[config.mk]
export PLATFORM = sky130hd
export DESIGN_NAME = pipeline_hazard_ctrl_flat
export DESIGN_NICKNAME = d
export VERILOG_FILES = /design/src/rtl/pipeline_hazard_ctrl_pkg.sv /design/src/rtl/pipeline_hazard_ctrl_if.sv /design/src/rtl/pipeline_hazard_ctrl_hazard_decode.sv /design/src/rtl/pipeline_hazard_ctrl.sv /design/src/flat_wrapper.sv
export SDC_FILE = /design/constraint.sdc
export NUM_CORES = 1
export LEC_CHECK = 0
export ABC_AREA = 1
export BUFFER_PORTS_ARGS = -buffer_cell sky130_fd_sc_hd__clkbuf_2
export CAP_MARGIN = 20
export CORE_UTILIZATION = 30
export CTS_BUF_LIST = sky130_fd_sc_hd__clkbuf_8
export CTS_CLUSTER_DIAMETER = 40
export DETAILED_ROUTE_END_ITERATION = 10
export SKIP_LAST_GASP = 1
export SYNTH_ARGS = -nofsm -noshare
export SYNTH_HDL_FRONTEND = slang
export SYNTH_SLANG_ARGS = --single-unit
export TNS_END_PERCENT = 20
[constraint.sdc]
create_clock -name CLK -period 3.44 [get_ports CLK]
set_input_delay 0.516 -clock CLK [delete_from_list [all_inputs] [get_ports CLK]]
set_output_delay 0.516 -clock CLK [all_outputs]
set_load 0.02 [all_outputs]
[src/rtl/pipeline_hazard_ctrl_pkg.sv]
// Shared definitions for the RV32I pipeline hazard controller.
// Holds the opcode constants, the NOP encoding, the forwarding-select
// encoding, the opcode classification and scoreboard entry structs, and the
// forwarding-source helper used by the top level.
package pipeline_hazard_ctrl_pkg;

    localparam logic [6:0] OP_OP     = 7'h33;
    localparam logic [6:0] OP_LOAD   = 7'h03;
    localparam logic [6:0] OP_OP_IMM = 7'h13;
    localparam logic [6:0] OP_JAL    = 7'h6F;
    localparam logic [6:0] OP_STORE  = 7'h23;
    localparam logic [6:0] OP_BRANCH = 7'h63;
    localparam logic [6:0] OP_LUI    = 7'h37;
    localparam logic [6:0] OP_JALR   = 7'h67;
    localparam logic [6:0] OP_AUIPC  = 7'h17;

    localparam logic [31:0] NOP_INSTR = 32'h0000_0013;

    typedef enum logic [1:0] {
        FWD_REGFILE = 2'd0,
        FWD_MEM     = 2'd1,
        FWD_WB      = 2'd2
    } fwd_sel_e;

    typedef struct packed {
        logic rs1_used;
        logic rs2_used;
        logic rd_wr;
        logic is_load;
    } op_class_t;

    // An entry only ever has wr_en set with a nonzero rd, so an x0 source
    // can never match it.
    typedef struct packed {
        logic [4:0] rd;
        logic       wr_en;
        logic       is_load;
    } sb_entry_t;

    localparam sb_entry_t SB_EMPTY = '0;

    // The youngest in-flight writer wins: EX result is on ALU_OUT in the
    // memory stage next cycle, MEM result is the writeback value.
    function automatic fwd_sel_e fwd_select(logic [4:0] rs, logic used,
                                            sb_entry_t ex, sb_entry_t mem);
        if (used && ex.wr_en && ex.rd == rs)
            return FWD_MEM;
        else if (used && mem.wr_en && mem.rd == rs)
            return FWD_WB;
        else
            return FWD_REGFILE;
    endfunction

endpackage

[src/rtl/pipeline_hazard_ctrl_if.sv]
// Bus between the pipeline datapath and the hazard controller.
//   DEC_INSTRUCTION : instruction in the decode register (datapath -> ctrl)
//   BRANCH_TAKEN    : execute-stage redirect              (datapath -> ctrl)
//   STALL_FETCH, STALL_DECODE, BUBBLE_EXECUTE, FLUSH_DECODE : pipeline control
//   FWD_A_SEL, FWD_B_SEL : registered operand source selects for execute
//   STALL_COUNT, FLUSH_COUNT : saturating performance counters
// CNT_W must match the CNT_W of the controller it is connected to.
interface pipeline_hazard_ctrl_if #(parameter int CNT_W = 16);

    logic [31:0]      DEC_INSTRUCTION;
    logic             BRANCH_TAKEN;
    logic             STALL_FETCH;
    logic             STALL_DECODE;
    logic             BUBBLE_EXECUTE;
    logic             FLUSH_DECODE;
    logic [1:0]       FWD_A_SEL;
    logic [1:0]       FWD_B_SEL;
    logic [CNT_W-1:0] STALL_COUNT;
    logic [CNT_W-1:0] FLUSH_COUNT;

    modport master (
        output DEC_INSTRUCTION, BRANCH_TAKEN,
        input  STALL_FETCH, STALL_DECODE, BUBBLE_EXECUTE, FLUSH_DECODE,
        input  FWD_A_SEL, FWD_B_SEL, STALL_COUNT, FLUSH_COUNT
    );

    modport slave (
        input  DEC_INSTRUCTION, BRANCH_TAKEN,
        output STALL_FETCH, STALL_DECODE, BUBBLE_EXECUTE, FLUSH_DECODE,
        output FWD_A_SEL, FWD_B_SEL, STALL_COUNT, FLUSH_COUNT
    );

endinterface

[src/rtl/pipeline_hazard_ctrl_hazard_decode.sv]
// hazard_decode: combinational RV32I opcode classifier.
//   opcode : instruction bits [6:0]
//   cls    : {rs1_used, rs2_used, rd_wr, is_load}
// Unlisted opcodes (FENCE, SYSTEM, illegal) neither read nor write.
module pipeline_hazard_ctrl_hazard_decode
    import pipeline_hazard_ctrl_pkg::*;
(
    input  logic [6:0] opcode,
    output op_class_t  cls
);

    always_comb begin
        // NOTE: default assignment first so every path drives cls (no latch).
        cls = '0;
        case (opcode)
            OP_OP:     cls = '{rs1_used: 1'b1, rs2_used: 1'b1, rd_wr: 1'b1, is_load: 1'b0};
            OP_LOAD:   cls = '{rs1_used: 1'b1, rs2_used: 1'b0, rd_wr: 1'b1, is_load: 1'b1};
            OP_OP_IMM: cls = '{rs1_used: 1'b1, rs2_used: 1'b0, rd_wr: 1'b1, is_load: 1'b0};
            OP_JALR:   cls = '{rs1_used: 1'b1, rs2_used: 1'b0, rd_wr: 1'b1, is_load: 1'b0};
            OP_JAL,
            OP_LUI,
            OP_AUIPC:  cls = '{rs1_used: 1'b0, rs2_used: 1'b0, rd_wr: 1'b1, is_load: 1'b0};
            OP_STORE,
            OP_BRANCH: cls = '{rs1_used: 1'b1, rs2_used: 1'b1, rd_wr: 1'b0, is_load: 1'b0};
            default:   cls = '0;
        endcase
    end

endmodule

[src/rtl/pipeline_hazard_ctrl.sv]
// Hazard controller for a 5-stage RV32I pipeline.
//   CLK, RST_N : clock, asynchronous active-low reset
//   bus        : pipeline_hazard_ctrl_if.slave (decode instruction and
//                branch in; stall/bubble/flush, forwarding selects and
//                performance counters out)
// A 3-entry scoreboard (EX, MEM, WB) mirrors the destination registers of
// in-flight instructions. Load-use hazards stall for LOAD_USE_STALL cycles,
// a taken branch flushes decode and bubbles execute and overrides any stall.
module pipeline_hazard_ctrl
    import pipeline_hazard_ctrl_pkg::*;
#(
    parameter int LOAD_USE_STALL = 1,
    parameter int CNT_W          = 16
)
(
    input  logic CLK,
    input  logic RST_N,
    pipeline_hazard_ctrl_if.slave bus
);

    localparam int SB_EX  = 0;
    localparam int SB_MEM = 1;
    localparam logic [1:0] STALL_RELOAD = 2'(LOAD_USE_STALL - 1);

    logic [4:0] dec_rs1, dec_rs2, dec_rd;
    op_class_t  dec_cls;
    sb_entry_t  dec_entry;
    sb_entry_t  sb [3];

    logic [1:0]       stall_left;
    logic             load_use, stall_active, flush, bubble;
    fwd_sel_e         fwd_a_q, fwd_b_q;
    logic [CNT_W-1:0] stall_count, flush_count;

    assign dec_rd  = bus.DEC_INSTRUCTION[11:7];
    assign dec_rs1 = bus.DEC_INSTRUCTION[19:15];
    assign dec_rs2 = bus.DEC_INSTRUCTION[24:20];

    pipeline_hazard_ctrl_hazard_decode u_dec (
        .opcode (bus.DEC_INSTRUCTION[6:0]),
        .cls    (dec_cls)
    );

    // Writes to x0 are dropped here so they never look like a producer.
    always_comb begin
        dec_entry         = SB_EMPTY;
        dec_entry.wr_en   = dec_cls.rd_wr && (dec_rd != 5'd0);
        dec_entry.rd      = dec_entry.wr_en ? dec_rd : 5'd0;
        dec_entry.is_load = dec_entry.wr_en && dec_cls.is_load;
    end

    // A new load-use hazard is only recognised once the previous stall has
    // fully drained.
    assign load_use = (stall_left == 2'd0) && sb[SB_EX].is_load && sb[SB_EX].wr_en &&
                      ((dec_cls.rs1_used && dec_rs1 == sb[SB_EX].rd) ||
                       (dec_cls.rs2_used && dec_rs2 == sb[SB_EX].rd));

    assign stall_active = (stall_left != 2'd0) || load_use;
    // Gated by reset so every output reads 0 while reset is held.
    assign flush        = bus.BRANCH_TAKEN && RST_N;
    assign bubble       = stall_active || flush;

    assign bus.STALL_FETCH    = stall_active && !flush;
    assign bus.STALL_DECODE   = stall_active && !flush;
    assign bus.BUBBLE_EXECUTE = bubble;
    assign bus.FLUSH_DECODE   = flush;
    assign bus.FWD_A_SEL      = fwd_a_q;
    assign bus.FWD_B_SEL      = fwd_b_q;
    assign bus.STALL_COUNT    = stall_count;
    assign bus.FLUSH_COUNT    = flush_count;

    // NOTE: sequential state uses non-blocking assignments only, so every
    // flop samples the pre-edge values of its neighbours.
    always_ff @(posedge CLK or negedge RST_N) begin
        if (!RST_N) begin
            // NOTE: the scoreboard is a handful of flops, not a RAM, so it is
            // reset; the first instruction after reset must see it empty.
            sb          <= '{default: SB_EMPTY};
            stall_left  <= 2'd0;
            fwd_a_q     <= FWD_REGFILE;
            fwd_b_q     <= FWD_REGFILE;
            stall_count <= '0;
            flush_count <= '0;
        end else begin
            sb[2]      <= sb[SB_MEM];
            sb[SB_MEM] <= sb[SB_EX];
            sb[SB_EX]  <= bubble ? SB_EMPTY : dec_entry;

            fwd_a_q <= bubble ? FWD_REGFILE
                              : fwd_select(dec_rs1, dec_cls.rs1_used, sb[SB_EX], sb[SB_MEM]);
            fwd_b_q <= bubble ? FWD_REGFILE
                              : fwd_select(dec_rs2, dec_cls.rs2_used, sb[SB_EX], sb[SB_MEM]);

            if (flush)
                stall_left <= 2'd0;
            else if (stall_left != 2'd0)
                stall_left <= stall_left - 2'd1;
            else if (load_use)
                stall_left <= STALL_RELOAD;

            if (bus.STALL_DECODE && stall_count != '1)
                stall_count <= stall_count + CNT_W'(1);
            if (flush && flush_count != '1)
                flush_count <= flush_count + CNT_W'(1);
        end
    end

    // Scoreboard invariant: an entry without a write is fully empty, and a
    // write never targets x0.
    always_comb begin
        for (int i = 0; i < 3; i++) begin
            assert (sb[i].wr_en ? (sb[i].rd != 5'd0) : (sb[i] == SB_EMPTY));
        end
    end

endmodule
[src/flat_wrapper.sv]
// flat-port wrapper written by rule: the top's interface ports become plain ports
module pipeline_hazard_ctrl_flat import pipeline_hazard_ctrl_pkg::*;
#(
    parameter int LOAD_USE_STALL = 1,
    parameter int CNT_W          = 16
)
  (CLK, RST_N, bus_DEC_INSTRUCTION, bus_BRANCH_TAKEN, bus_STALL_FETCH, bus_STALL_DECODE, bus_BUBBLE_EXECUTE, bus_FLUSH_DECODE, bus_FWD_A_SEL, bus_FWD_B_SEL, bus_STALL_COUNT, bus_FLUSH_COUNT);
  pipeline_hazard_ctrl_if #(.CNT_W(CNT_W)) bus_i ();
  input  logic CLK;
  input  logic RST_N;
  input wire logic [$bits(bus_i.DEC_INSTRUCTION)-1:0] bus_DEC_INSTRUCTION;
  input wire logic [$bits(bus_i.BRANCH_TAKEN)-1:0] bus_BRANCH_TAKEN;
  output wire logic [$bits(bus_i.STALL_FETCH)-1:0] bus_STALL_FETCH;
  output wire logic [$bits(bus_i.STALL_DECODE)-1:0] bus_STALL_DECODE;
  output wire logic [$bits(bus_i.BUBBLE_EXECUTE)-1:0] bus_BUBBLE_EXECUTE;
  output wire logic [$bits(bus_i.FLUSH_DECODE)-1:0] bus_FLUSH_DECODE;
  output wire logic [$bits(bus_i.FWD_A_SEL)-1:0] bus_FWD_A_SEL;
  output wire logic [$bits(bus_i.FWD_B_SEL)-1:0] bus_FWD_B_SEL;
  output wire logic [$bits(bus_i.STALL_COUNT)-1:0] bus_STALL_COUNT;
  output wire logic [$bits(bus_i.FLUSH_COUNT)-1:0] bus_FLUSH_COUNT;
  assign bus_i.DEC_INSTRUCTION = bus_DEC_INSTRUCTION;
  assign bus_i.BRANCH_TAKEN = bus_BRANCH_TAKEN;
  assign bus_STALL_FETCH = bus_i.STALL_FETCH;
  assign bus_STALL_DECODE = bus_i.STALL_DECODE;
  assign bus_BUBBLE_EXECUTE = bus_i.BUBBLE_EXECUTE;
  assign bus_FLUSH_DECODE = bus_i.FLUSH_DECODE;
  assign bus_FWD_A_SEL = bus_i.FWD_A_SEL;
  assign bus_FWD_B_SEL = bus_i.FWD_B_SEL;
  assign bus_STALL_COUNT = bus_i.STALL_COUNT;
  assign bus_FLUSH_COUNT = bus_i.FLUSH_COUNT;
  pipeline_hazard_ctrl #(.LOAD_USE_STALL(LOAD_USE_STALL), .CNT_W(CNT_W)) u_core (.CLK(CLK), .RST_N(RST_N), .bus(bus_i));
endmodule
==> run metrics <==
status=finished clean; met3 Usage GRT=4.08%; Final setup viols=0; Initial Utilization=30.9%; CP Buf/Inv Count=2; H-tree level count=2; fraction of layout cells with a size suffix above 1=19.3%; Power Density=417 nW/um2; Least-Margin Pin Slew=0.656 ns; Clk network pwr share=34.7%; cts repair resizes=0; post-route ant nets=0; post-synth cell types=27; first-pass GRT wire length=10.9 mm; Fin. Hold Viols=0; most common cell type on the critical path=nand2_1; Cell Area, Synth=2840 um2; cts hold-fix bufs=0; syn avg cell area=7.98 um2; GRT Resource Usage Total=13.6%; Syn. warnings=0; initial antenna violation count=0; CP max FO=4; TritonCTS sink count=51; FP Rows=35; DIE AREA=9860 um2; Net Switching=0.000410 W; CP Cell Sequence=inv_1 > nand2_1 > nand2_1 > nand3_1 > nor2_1 > nand2_1 > nand2_1 > nand2_2 > a21oi_1 > clkbuf_2; unrepaired setup endpoints after global routing=no; CTS tree=built; drt total wl=6.29 mm; cells after synthesis=356; RD Place Congestion=0.798; Flop pwr share=49.0%; Vias=2508; period utilisation layout=68.9%; Seq/Total Area, Yosys=44.9%; max_cap viols=0; crit path launch type=flip-flop; Final Max Slew Viols=0; CP delay by family, top=simple AND/OR/NAND/NOR gates; most common cell after layout, fill and taps aside=nand2_1; Peak VDD IR=0.000329 V; max_slew headroom=56.3%; skew final=0.0167 ns; CP max stage delay=0.44 ns; worst hold-check path type=in2async; I/O Pins=75; slowest cell on the critical path=dfrtp_1; number of synthesized register bits=51; core footprint=9200 um2; root buffer cell=clkbuf_8; Final Net Count=460; Post-CTS Setup Bufs=0; dpl ws=1.05 ns; Skew-Pair Late Insertion Delay=0.31 ns; Syn-to-layout area delta=20.0%; Fin Setup TNS=0 ns; iteration count of the initial detailed-routing pass=4; most frequent cells in the layout=97 x nand2_1, 64 x clkbuf_2, 51 x dfrtp_1; CP Capture Type=output pin; busiest grt layer=met2; drt wl/cell=11.8 um; DR DRC count=0; vias in the first global route=2295; Leak=1.87 nW; power share of the combinational group=16.3%; Period minus WS final=2.37 ns; WP data arrival=1.85 ns; Port Buf Inserts=64; met1 usage in global routing=17.6%; Clk pin slew, worst setup/hold paths=0.10 ns; Max Clk Rate=422 MHz; DRT iter0 DRCs=63; DR vias/cell=4.69; CTS Buffer Depth=2; total CTS buffers=5; Pint=0.00101 W; met2 GRT Util=21.9%; largest net degree at the start of global routing=52; Critical Path RT=2.92 ns; Ant. Diodes=0; kind of critical path=reg2out; post-DP HPWL=4.79 mm; Die W=99.3 um; die height=99.3 um; setup ws final=1.07 ns; GRT overflow=0; Net Sw Frac=28.8%; syn nets=393
==> worst reg2reg max path, stage by stage, from the launching register on <==
cell and delay (ns):
dfrtp_1 0.48, ha_1 0.24, nand3_2 0.13, nor3_4 0.25
nand3_2 0.13, nand3b_4 0.30, nand3_4 0.27, nand2_1 0.07
nand2_1 0.06
==> cells by family after synthesis <==
kind of cell | Yosys count | synth area share [%]
and+or+nand+nor | 208 | 34.0
xor gates and xnor gates | 38 | 11.7
buffers and inverters | 49 | 7.00
AOI/OAI and AO/OA | 8 | 1.45
DFF | 51 | 44.9
adders and majority gates | 2 | 0.881
==> synth_stat cells, drive strengths merged <==
library cell	instances	area share, %
nand2	99	13
dfrtp	51	45
inv	43	5.7
nor2	40	5.3
nand3	26	5.4
nand4	26	5.7
xor2	22	6.8
xnor2	16	4.9
nor3	11	2.3
buf	5	1.2
a21oi	4	0.70
nor4	3	0.66
o21ai	3	0.53
ha	2	0.88
and3	1	0.22
clkbuf	1	0.13
nand3b	1	0.70
nor3b	1	0.26
o22ai	1	0.22
==> power by group through the flow <==
stage,sequential (W),combinational [W],clock [W]
floorplan,0.000748,0.0000948,0
global placement,0.000709,0.000232,0
detailed placement,0.000709,0.000237,0
CTS,0.000698,0.000237,0.000506
global route,0.000707,0.000264,0.000526
finish,0.000697,0.000232,0.000494
==> cell type report <==
class / instances / area, um2
flip-flops and latches: 51 / 1280
fillers: 933 / 5790
clock inverters: 3 / 63.8
well taps: 111 / 139
inverters: 43 / 161
multi-input cells: 256 / 1370
repair buffers: 66 / 335
clock buffers: 5 / 68.8
==> sequential cells by signal, summed over array words and instances (netlist names) <==
signal,cells
u_core.bus.FLUSH_COUNT,16
u_core.bus.FWD_B_SEL,2
u_core.bus.FWD_A_SEL,2
u_core.sb,13
u_core.bus.STALL_COUNT,16
u_core.stall_left,2
==> path summary, 6_finish.rpt <==
| check | startpoint | end | slack (ns) | depth (start not counted) |
|---|---|---|---|---|
| min reg2reg | u_core.sb[15]$_DFF_PN0_ | u_core.sb[8]$_DFF_PN0_ | 0.44 | 0 |
| max reg2reg | u_core.bus.STALL_COUNT[0]$_DFFE_PN0P_ | u_core.bus.STALL_COUNT[8]$_DFFE_PN0P_ | 1.45 | 8 |
| min in group CLK | bus_DEC_INSTRUCTION[10] | u_core.sb[19]$_DFF_PN0_ | 0.40 | 3 |
| min | RST_N | u_core.bus.STALL_COUNT[12]$_DFFE_PN0P_ | 0.33 | 2 |
| max in group asynchronous | RST_N | u_core.bus.FLUSH_COUNT[1]$_DFFE_PN0P_ | 2.65 | 2 |
| max | u_core.sb[16]$_DFF_PN0_ | bus_STALL_DECODE | 1.07 | 10 |
==> per-stage QoR <==
step | total power, W | std cells | hold WS (ns) | area, um2 | utilization (%)
final | 0.00142 | 535 | 0.326 | 3410 | 37.1
after global placement | 0.000941 | 527 | 0.409 | 3280 | 35.6
after global routing | 0.00150 | 535 | 0.400 | 3410 | 37.1
after detailed placement | 0.000945 | 527 | 0.419 | 3280 | 35.6
after floorplan | 0.000843 | 356 | 0.220 | 2840 | -
after CTS | 0.00144 | 535 | 0.371 | 3410 | 37.1
==> metal layers <==
metal | share of wire [%] | up-vias
met5 | 0 | -
met2 | 46 | 52
met1 | 46 | 1176
met4 | 1.2 | 0
li1 | - | 1274
met3 | 6.5 | 6
No activity file was read; power rests on OpenSTA's default activity.
